--- src/rtl/sensor_conditioner.sv ---
// sensor_conditioner: front-end for the irrigation controller.
// Synchronises the raw switch/sensor inputs to clk, debounces each bit
// independently, pulses a per-bit change flag when a clean level toggles,
// and reports when no debounce count is in progress anywhere.
// Bit map (N_IN=7): [0] high, [1] middle, [2] low, [3] umidadeDoSolo,
// [4] umidadeDoAr, [5] temperatura, [6] seletor.
module sensor_conditioner #(
  parameter int N_IN            = 7,
  parameter int DEBOUNCE_CYCLES = 50000,
  parameter int CNT_W           = 16
) (
  input  logic            clk,
  input  logic            rst,
  input  logic [N_IN-1:0] raw_in,
  output logic [N_IN-1:0] clean_out,
  output logic [N_IN-1:0] changed,
  output logic            settled
);

  // Terminal count: a bit is accepted on the edge where its counter
  // already holds this value and the synchronised input still differs.
  localparam logic [CNT_W-1:0] CNT_MAX = CNT_W'(DEBOUNCE_CYCLES - 1);

  logic [N_IN-1:0]  s1;
  logic [N_IN-1:0]  s2;
  logic [CNT_W-1:0] cnt [N_IN];
  logic [1:0]       fill;
  logic             all_idle;

  // Two-flop synchroniser per bit; only s2 is used downstream.
  always_ff @(posedge clk or posedge rst) begin
    if (rst) begin
      s1 <= '0;
      s2 <= '0;
    end else begin
      s1 <= raw_in;
      s2 <= s1;
    end
  end

  // Per-bit debouncer: count consecutive disagreement cycles, accept the
  // new level at terminal count and pulse changed for exactly one cycle.
  always_ff @(posedge clk or posedge rst) begin
    if (rst) begin
      for (int i = 0; i < N_IN; i++) begin
        cnt[i] <= '0;
      end
      clean_out <= '0;
      changed   <= '0;
    end else begin
      for (int i = 0; i < N_IN; i++) begin
        changed[i] <= 1'b0;
        if (s2[i] == clean_out[i]) begin
          cnt[i] <= '0;
        end else if (cnt[i] >= CNT_MAX) begin
          clean_out[i] <= s2[i];
          cnt[i]       <= '0;
          changed[i]   <= 1'b1;
        end else begin
          cnt[i] <= cnt[i] + CNT_W'(1);
        end
      end
    end
  end

  // Idle when every counter is at zero and no bit disagrees with its clean level.
  always_comb begin
    all_idle = (s2 == clean_out);
    for (int i = 0; i < N_IN; i++) begin
      if (cnt[i] != '0) begin
        all_idle = 1'b0;
      end
    end
  end

  // settled stays low while the sync chain refills after reset, then
  // tracks the registered idle condition.
  always_ff @(posedge clk or posedge rst) begin
    if (rst) begin
      fill    <= 2'd0;
      settled <= 1'b0;
    end else if (fill != 2'd2) begin
      fill    <= fill + 2'd1;
      settled <= 1'b0;
    end else begin
      settled <= all_idle;
    end
  end

endmodule

--- config.mk ---
export PLATFORM = sky130hd
export DESIGN_NAME = sensor_conditioner
export DESIGN_NICKNAME = d
export VERILOG_FILES = /design/src/rtl/sensor_conditioner.sv
export SDC_FILE = /design/constraint.sdc
export NUM_CORES = 1
export LEC_CHECK = 0
export CORE_MARGIN = 2
export CORE_UTILIZATION = 43
export CTS_CLUSTER_DIAMETER = 50
export CTS_CLUSTER_SIZE = 40
export DETAILED_ROUTE_END_ITERATION = 16
export HOLD_SLACK_MARGIN = 0.05
export PLACE_DENSITY = 0.59
export SETUP_SLACK_MARGIN = 0.3
export SLEW_MARGIN = 40
export SYNTH_ARGS = -nofsm -noshare
export SYNTH_HDL_FRONTEND = slang
export SYNTH_SLANG_ARGS = --single-unit
--- constraint.sdc ---
create_clock -name clk -period 6 [get_ports clk]
set_input_delay 1.2 -clock clk [delete_from_list [all_inputs] [get_ports clk]]
set_output_delay 1.2 -clock clk [all_outputs]
set_load 0.005 [all_outputs]
* Yosys cells after proc, flatten, opt, wreduce, memory -nomap -nowiden
Cells that the tools add are included.
** Cells by class
- Add/subtract/negate cells :: 8
- Magnitude comparators :: 7
- Eq/ne operators :: 9
- Muxes and demuxes :: 36
- Bitwise gates (word level) :: 7
- Reductions and logical operators :: 14
** Operator list (number)
- 16-bit two-way mux :: 14
- 16-bit by 1-bit adder with 16-bit output (second input constant) :: 7
- 16-bit greater-or-equal comparator (second input constant) :: 7
- 16-bit nonzero test :: 7
- 1-bit two-way mux :: 22
- 2-bit AND reduction :: 7
- 1-bit equality test :: 7
- 7-bit equality test :: 1
- 1-bit NOT :: 7
- 2-bit by 1-bit adder with 2-bit output (second input constant) :: 1
- 2-bit inequality test (second input constant) :: 1
** Word-level totals
- Bits in registers :: 143
- Input port bits :: 9
- Output and inout port bits :: 15
- Logic and storage cells :: 100

* Depth between registers and ports, before layout
Gate-level depths: netlist of run 1.
- Depth in word-level cells :: 9
- Mapped depth :: 7
- Depth with buffers taken out :: 6

* Worst setup path before layout of run 1
Ideal clock, no wire load.
- Path kind :: register to register
- Start :: register cnt[64] (netlist name)
- End :: register settled
- Setup time :: 0.096 ns
- Arrival :: 1.909 ns
- Required time :: 5.904 ns
- Setup slack :: 3.996 ns
- Stages on the path, launching flop included :: 7
- Path buffers :: 0
- Clock period less this slack :: 2.004 ns
- Cells stage by stage :: dfrtp_1 -> inv_1 -> ha_1 -> nor4bb_1 -> nand4_2 -> or4_2 -> nor4_2
** On the way
- Cells in the longest elaborated chain, start to end :: 7
** Ends and longest elaborated chain
- start, declared :: RTL line 26 : logic [CNT_W-1:0] cnt [N_IN];
- start signal, assigned by index :: RTL line 60 : cnt[i] <= cnt[i] + CNT_W'(1);
- 16-bit nonzero test :: RTL line 70 : if (cnt[i] != '0) begin
- 1-bit two-way mux (5 in a row) :: RTL line 70
- 1-bit two-way mux :: RTL line 82 : end else if (fill != 2'd2) begin
- end signal, assigned :: RTL line 86 : settled <= all_idle;
- end, declared :: RTL line 17 : output logic settled
No other way between the ends.
A chain may end at the register's enable or synchronous reset.

* Worst setup path after layout of run 1
- Start :: register clean_out[3]
- End :: output port clean_out[3]
** RTL lines
- start, declared :: RTL line 15 : output logic [N_IN-1:0] clean_out,
- start signal, assigned by index :: RTL line 56 : clean_out[i] <= s2[i];
No word-level cell between the ends.

==> results.md, run 1 <==
- Gate Count Post-Synth: 698
- Post-route core utilization: 0.508
- Fraction of synthesized area in multiplexers: 0.0113
- Starting Density: 0.440
- Critical Path Stages: 1
- Worst setup margin: 3.48 ns
- Crit. End Element: output port
- Worst vdd ir: 0.240 mV
- Die width: 132 um
- Max Slew Vio Count: 0
- Commonest non-fill, non-tap cell in the layout: dfrtp_1
- Final wirelength: 14,600 um
- Minimum clock period: 2.52 ns
- Vias: 5,139
- CP arrival: 1.32 ns
- Mapped Nets: 722
- DRT iter0 DRCs: 438
- WS Path Type: flop to output port
- Least-Margin Pin Slew: 0.776 ns
- Sink Count: 143
- Vias in the first global route: 5,088
- Die Y: 132 um
- Global placement routability congestion: 0.797
- Critical Path, Cell by Cell: clkdlybuf4s50_1
- Synth Flop Type: dfrtp_1
- Initial antenna violation count: 0
- Design area: 8070 um^2
- Clk Latency, worst-skew pair: 0.43 ns
- Global-route wire length before repair: 25,300 um
- Total CTS buffers: 17
- Startpoint Class: flop
- Routed length per placed instance: 15.4 um
- CTS tree: built
- Largest net degree at the start of global routing: 114
- Die area: 17,300 um^2
- Post_cts resized: 0
- I/O pins: 24
- WP data required: 4.80 ns
- Ranking of synthesized cells by area: dfrtp_1 (51%), xnor2_1 (6.0%), xor2_1 (4.5%)
- Clock transition at the registers of the reported paths: 0.06 ns
- CP max stage cell: clkdlybuf4s50_1
- Dpl cell area: 7440 um^2
- Share of layout cells above drive strength 1: 0.0685
- Pre-CTS WS: 3.23 ns
- Simple-Gate Fraction of Synth Area: 0.254
- I/O Buffers: 23
- Cell area after synthesis: 6990 um^2
- Worst-case reg-to-reg path depth: 6
- CP Buf/Inv Count: 1
- Avg Vias per Cell: 5.43
- Synthesized flop and latch total: 143
- Post-synth EDFFs: 0
- FFs w/ async S/R, synth: 1.00
- # setup viols final: 0
- Post-Route Setup TNS: 0 ns
- Syn-to-layout area delta: 15.4%
- Final hold violations: 0
- Top-area cell type share of the netlist area: 0.512
- DRT antenna net count: 0
- Sequential cell area fraction in the yosys report: 0.512
- Achievable Freq: 397 MHz
- Tot Pwr: 2.19 mW
- RSZ-0062 raised after global routing: false
- Ys Warns: 0
- Power Density: 272 nW/um^2
- Syn_area_per_cell: 10.0 um^2
- Largest family of logic cells by synthesized area: simple AND/OR/NAND/NOR gates
- Nets: 742
- CTS root buffer: clkbuf_16
- Leak: 3.32 nW
- Cell variety after synth: 44
- Detailed placer's ending HPWL: 9970 um
- Final Skew: 0.0101 ns
- Yosys top cell by area: dfrtp_1
- Max_cap viols: 0
- Critical path's largest stage delay: 0.51 ns
- H-tree depth: 4
- Total GRT Usage: 0.181
- Ant. Diodes: 0
- XOR/XNOR Fraction of Synth Area: 0.105
- Crit Reg-Reg Endpoint: clean_out[2]$_DFFE_PP0P_
- Critical Path Source: clean_out[3]$_DFFE_PP0P_
- Area fraction in compound gates after synthesis: 0.0601
- Num rows: 46
- Reg2Reg Launch Point: cnt[64]$_DFF_PP0_
- Hold buffer count at CTS: 0
- Crit Path Max Fanout: 3
- Clock Tree Buf Depth: 2
- Run status: finished, final reports clean
- Slew headroom: 0.482
- DR pass1 iterations: 4
- Grt ovf: 0
- Postcts setup bufs: 0
- Core area: 15,900 um^2
- R2R setup slack: 3.69 ns
- Residual DRC count: 0
- Commonest non-fill, non-tap cells in the layout: dfrtp_1 (143), nor2_1 (73), nor3_1 (52)
- Crit path max-delay family: buffers and inverters
- Adder-cell share of the synthesized area: 0.0268
- Worst setup endpoint: clean_out[3]
- Final period util: 0.420
- Hold WC Path Type: flop to flop
[layer usage]
metal	vias to the layer above	track usage	part of all wire
li1	2528	-	-
met1	2511	0.247	0.48
met2	77	0.274	0.47
met3	23	0.0432	0.032
met4	0	0.0791	0.020
met5	-	0	0
[through the flow]
| step | hold WS, ns | std cells |
|---|---|---|
| 3_3_place_gp | 0.332 | 915 |
| 5_1_grt | 0.352 | 946 |
| 4_1_cts | 0.350 | 946 |
| 6_report | 0.348 | 946 |
| 3_5_place_dp | 0.337 | 915 |
| 2_1_floorplan | 0.331 | 698 |
[kinds of logic after synthesis]
logic type | count (synthesis)
and+or+nand+nor | 332
DFF | 143
xor gates and xnor gates | 84
AOI/OAI and AO/OA | 62
buffers and inverters | 55
adders and majority gates | 15
muxes | 7
[worst min path at each step]
| stage | start | endpoint | slack, ns | depth (start not counted) |
|---|---|---|---|---|
| 2_1_floorplan | s1[0]$_DFF_PP0_ | s2[0]$_DFF_PP0_ | 0.33 | 0 |
| 3_3_place_gp | s1[0]$_DFF_PP0_ | s2[0]$_DFF_PP0_ | 0.33 | 0 |
| 4_1_cts | s1[1]$_DFF_PP0_ | s2[1]$_DFF_PP0_ | 0.35 | 0 |
| 6_report | s1[3]$_DFF_PP0_ | s2[3]$_DFF_PP0_ | 0.35 | 0 |
| 5_1_grt | s1[4]$_DFF_PP0_ | s2[4]$_DFF_PP0_ | 0.35 | 0 |
| 3_5_place_dp | s1[3]$_DFF_PP0_ | s2[3]$_DFF_PP0_ | 0.34 | 0 |
[cell usage after synthesis (6+ instances only)]
master and count:
nand3_1 41, nor2_1 73, and3_1 11, and2_1 11, o21ai_0 15, nand2_1 33, xnor2_1 48, or3_1 20
a21oi_1 9, ha_1 15, nor3_1 52, xor2_1 36, dfrtp_1 143, nor4_1 25, nand4_1 30, a211oi_1 14
clkbuf_1 26, and4_1 10, mux2_1 6, or4_1 8, inv_1 27
[flip-flops by register name (all words and copies together) (netlist names)]
name	count
changed	7
fill	2
s1	7
settled	1
clean_out	7
cnt	112
s2	7
[report_power, final]
part | switching (mW) | internal (mW)
Clock | 0.415 | 0.693
Combinational | 0.0538 | 0.0301
Sequential | 0.0193 | 0.981
Total | 0.488 | 1.70
[area by class of cell]
| cell class | count | area [um^2] |
|---|---|---|
| Inverter | 27 | 114 |
| Fill cell | 1460 | 7820 |
| Clock inverter | 14 | 194 |
| Timing Repair Buffer | 29 | 275 |
| Clock buffer | 17 | 425 |
| Tap cell | 216 | 270 |
| Sequential cell | 143 | 3580 |
| Multi-Input combinational cell | 500 | 3210 |
Note: power is estimated with default switching activity, not from simulation.
==> run 2: changes to the inputs <==
==> constraint.sdc (replaced) <==
create_clock -name clk -period 2.65 [get_ports clk]
set_input_delay 0.53 -clock clk [delete_from_list [all_inputs] [get_ports clk]]
set_output_delay 0.53 -clock clk [all_outputs]
set_load 0.005 [all_outputs]
==> run 2 against run 1 <==
  * Flip-flop and latch count stayed put
  * Global-route usage decreased by 0.19 points
  * Final cell count is 0.74% higher
  * Critical path depth rose by 3
  * Setup slack got worse by 3.1 ns
  * First-iteration DRC count fell by 15%
  * Routed wire length decreased by 1.2%
  * Critical endpoint is now settled$_DFF_PP0_
==> results.md, run 2 (same netlist as run 1, synthesis figures left out) <==
- Final wirelength: 14,400 um
- Vias: 5,191
- DR pass1 iterations: 4
- R2R setup slack: 0.37 ns
- Clock transition at the registers of the reported paths: 0.06 ns
- Part of the power in registers: 0.464
- Commonest non-fill, non-tap cell in the layout: dfrtp_1
- Power Density: 601 nW/um^2
- Starting Density: 0.440
- CP max stage cell: or4_4
- Detailed placer's ending HPWL: 10,100 um
- H-tree depth: 4
- Startpoint Class: flop
- DRT antenna net count: 0
- Min Hold Slack: 0.347 ns
- Post-Route Setup TNS: 0 ns
- Minimum clock period: 2.28 ns
- Commonest non-fill, non-tap cells in the layout: dfrtp_1 (143), nor2_1 (73), nor3_1 (52)
- Avg Vias per Cell: 5.45
- Global-route wire length before repair: 25,000 um
- Psw: 1.09 mW
- Run status: finished, final reports clean
- DRT iter0 DRCs: 371
- Routed length per placed instance: 15.1 um
- Num rows: 46
- Clk Latency, worst-skew pair: 0.43 ns
- Clock Tree Buf Depth: 2
- Hold path cells: 0
- Slew headroom: 0.570
- Least-Margin Pin Slew: 0.645 ns
- Nets: 748
- # setup viols final: 0
- Vias in the first global route: 5,037
- Max Slew Vio Count: 0
- Die Y: 132 um
- Crit. End Element: flop
- Share of layout cells above drive strength 1: 0.0801
- Global placement routability congestion: 0.846
- Postcts setup bufs: 0
- Clock Power Share: 0.496
- WS Path Type: flop to flop
- Largest register FFs: 112
- Crit Reg-Reg Endpoint: settled$_DFF_PP0_
- Final Skew: 0.00827 ns
- WP data required: 2.98 ns
- Total GRT Usage: 0.179
- Residual DRC count: 0
- Fill count: 1,475
- Switching share of total power: 0.222
- Worst-case reg-to-reg path depth: 4
- Hold wc startpoint: s1[0]$_DFF_PP0_
- CTS root buffer: clkbuf_16
- Max_cap viols: 0
- Sink Count: 143
- Critical Path, Cell by Cell: or4_4 > or4_4 > or4_4 > nor4_4
- Hold EP: s2[0]$_DFF_PP0_
- Ant. Diodes: 0
- Core area: 15,900 um^2
- Die area: 17,300 um^2
- Syn-to-layout area delta: 16.2%
- Final period util: 0.861
- I/O Buffers: 23
- Reg2Reg Launch Point: cnt[92]$_DFF_PP0_
- CTS tree: built
- Initial antenna violation count: 0
- Worst vdd ir: 0.469 mV
- Hold WC Path Type: flop to flop
- Grt ovf: 0
- I/O pins: 24
- Largest net degree at the start of global routing: 117
- Achievable Freq: 438 MHz
- Largest register by flop count: cnt
- Internal: 3.80 mW
- RSZ-0062 raised after global routing: false
- Crit Path Max Fanout: 4
- Combinational power share: 0.040
- Final hold violations: 0
- Post-route core utilization: 0.512
- Critical path's largest stage delay: 0.56 ns
- Die width: 132 um
- Area occupied by multi-input gates: 3230 um^2
- CP arrival: 2.61 ns
- Leak: 3.33 nW
- Reg area: 3580 um^2
- Total CTS buffers: 17
- Most used cell, CP: or4_4
run 2: cell types whose count changed in the layout (fill, tap and decap cells not counted), sizes merged:
cell      change
clkbuf        +2
bufinv        -1
buf           +6
clkinvlp      +4
inv           +1
clkinv        -5
run 2: critical path: cells and delay by family (launching register included):
family,cells,cell delay (ns)
and+or+nand+nor,4,1.78
DFF,1,0.41
run 2: final cells by class:
class                      instances  area share
clock buffer                      19      0.0545
clock inverter                    13      0.0202
inverter                          27      0.0129
multi-input combinational        500       0.398
sequential                       143       0.440
tap                              216      0.0333
timing repair buffer              35      0.0410
run 2: power groups by stage:
stage	Combinational, mW	Sequential [mW]	Clock (mW)
after global placement	0.196	2.30	0
after CTS	0.201	2.26	2.49
after detailed placement	0.200	2.30	0
after global routing	0.230	2.27	2.59
after floorplan	0.141	2.29	0
final	0.196	2.26	2.42
run 2: worst max-delay path by stage:
stage                           start                  endpoint  cells after the start
floorplan                         rst      changed[0]$_DFF_PP0_                      1
global placement    cnt[92]$_DFF_PP0_         settled$_DFF_PP0_                      4
detailed placement  cnt[96]$_DFF_PP0_  clean_out[0]$_DFFE_PP0P_                      6
CTS                 cnt[92]$_DFF_PP0_         settled$_DFF_PP0_                      4
global route        cnt[92]$_DFF_PP0_         settled$_DFF_PP0_                      4
finish              cnt[92]$_DFF_PP0_         settled$_DFF_PP0_                      4
run 2: routing by layer:
layer  GRT usage  wire (um)  up-vias
met5           0          0        -
met4      0.0682        286        0
met3      0.0467        470       20
met2       0.279       6820       64
met1       0.239       6850     2562
li1            -          -     2545
run 2: through the flow:
| stage | std cells | area (um^2) | worst slack, ns | total power, mW |
|---|---|---|---|---|
| after floorplan | 698 | 7000 | 0.329 | 2.43 |
| after global placement | 921 | 7480 | 0.376 | 2.50 |
| after detailed placement | 921 | 7490 | 0.301 | 2.50 |
| after CTS | 953 | 8110 | 0.339 | 4.95 |
| after global routing | 953 | 8130 | 0.304 | 5.09 |
| final | 953 | 8130 | 0.368 | 4.88 |
run 2: what timing repair did:
item | 4_1_cts | 5_1_grt
pin swaps | 0 | 1
hold buffers | 0 | 0
resized for setup | 2 | 3
endpoints found under the setup margin | 2 | 1
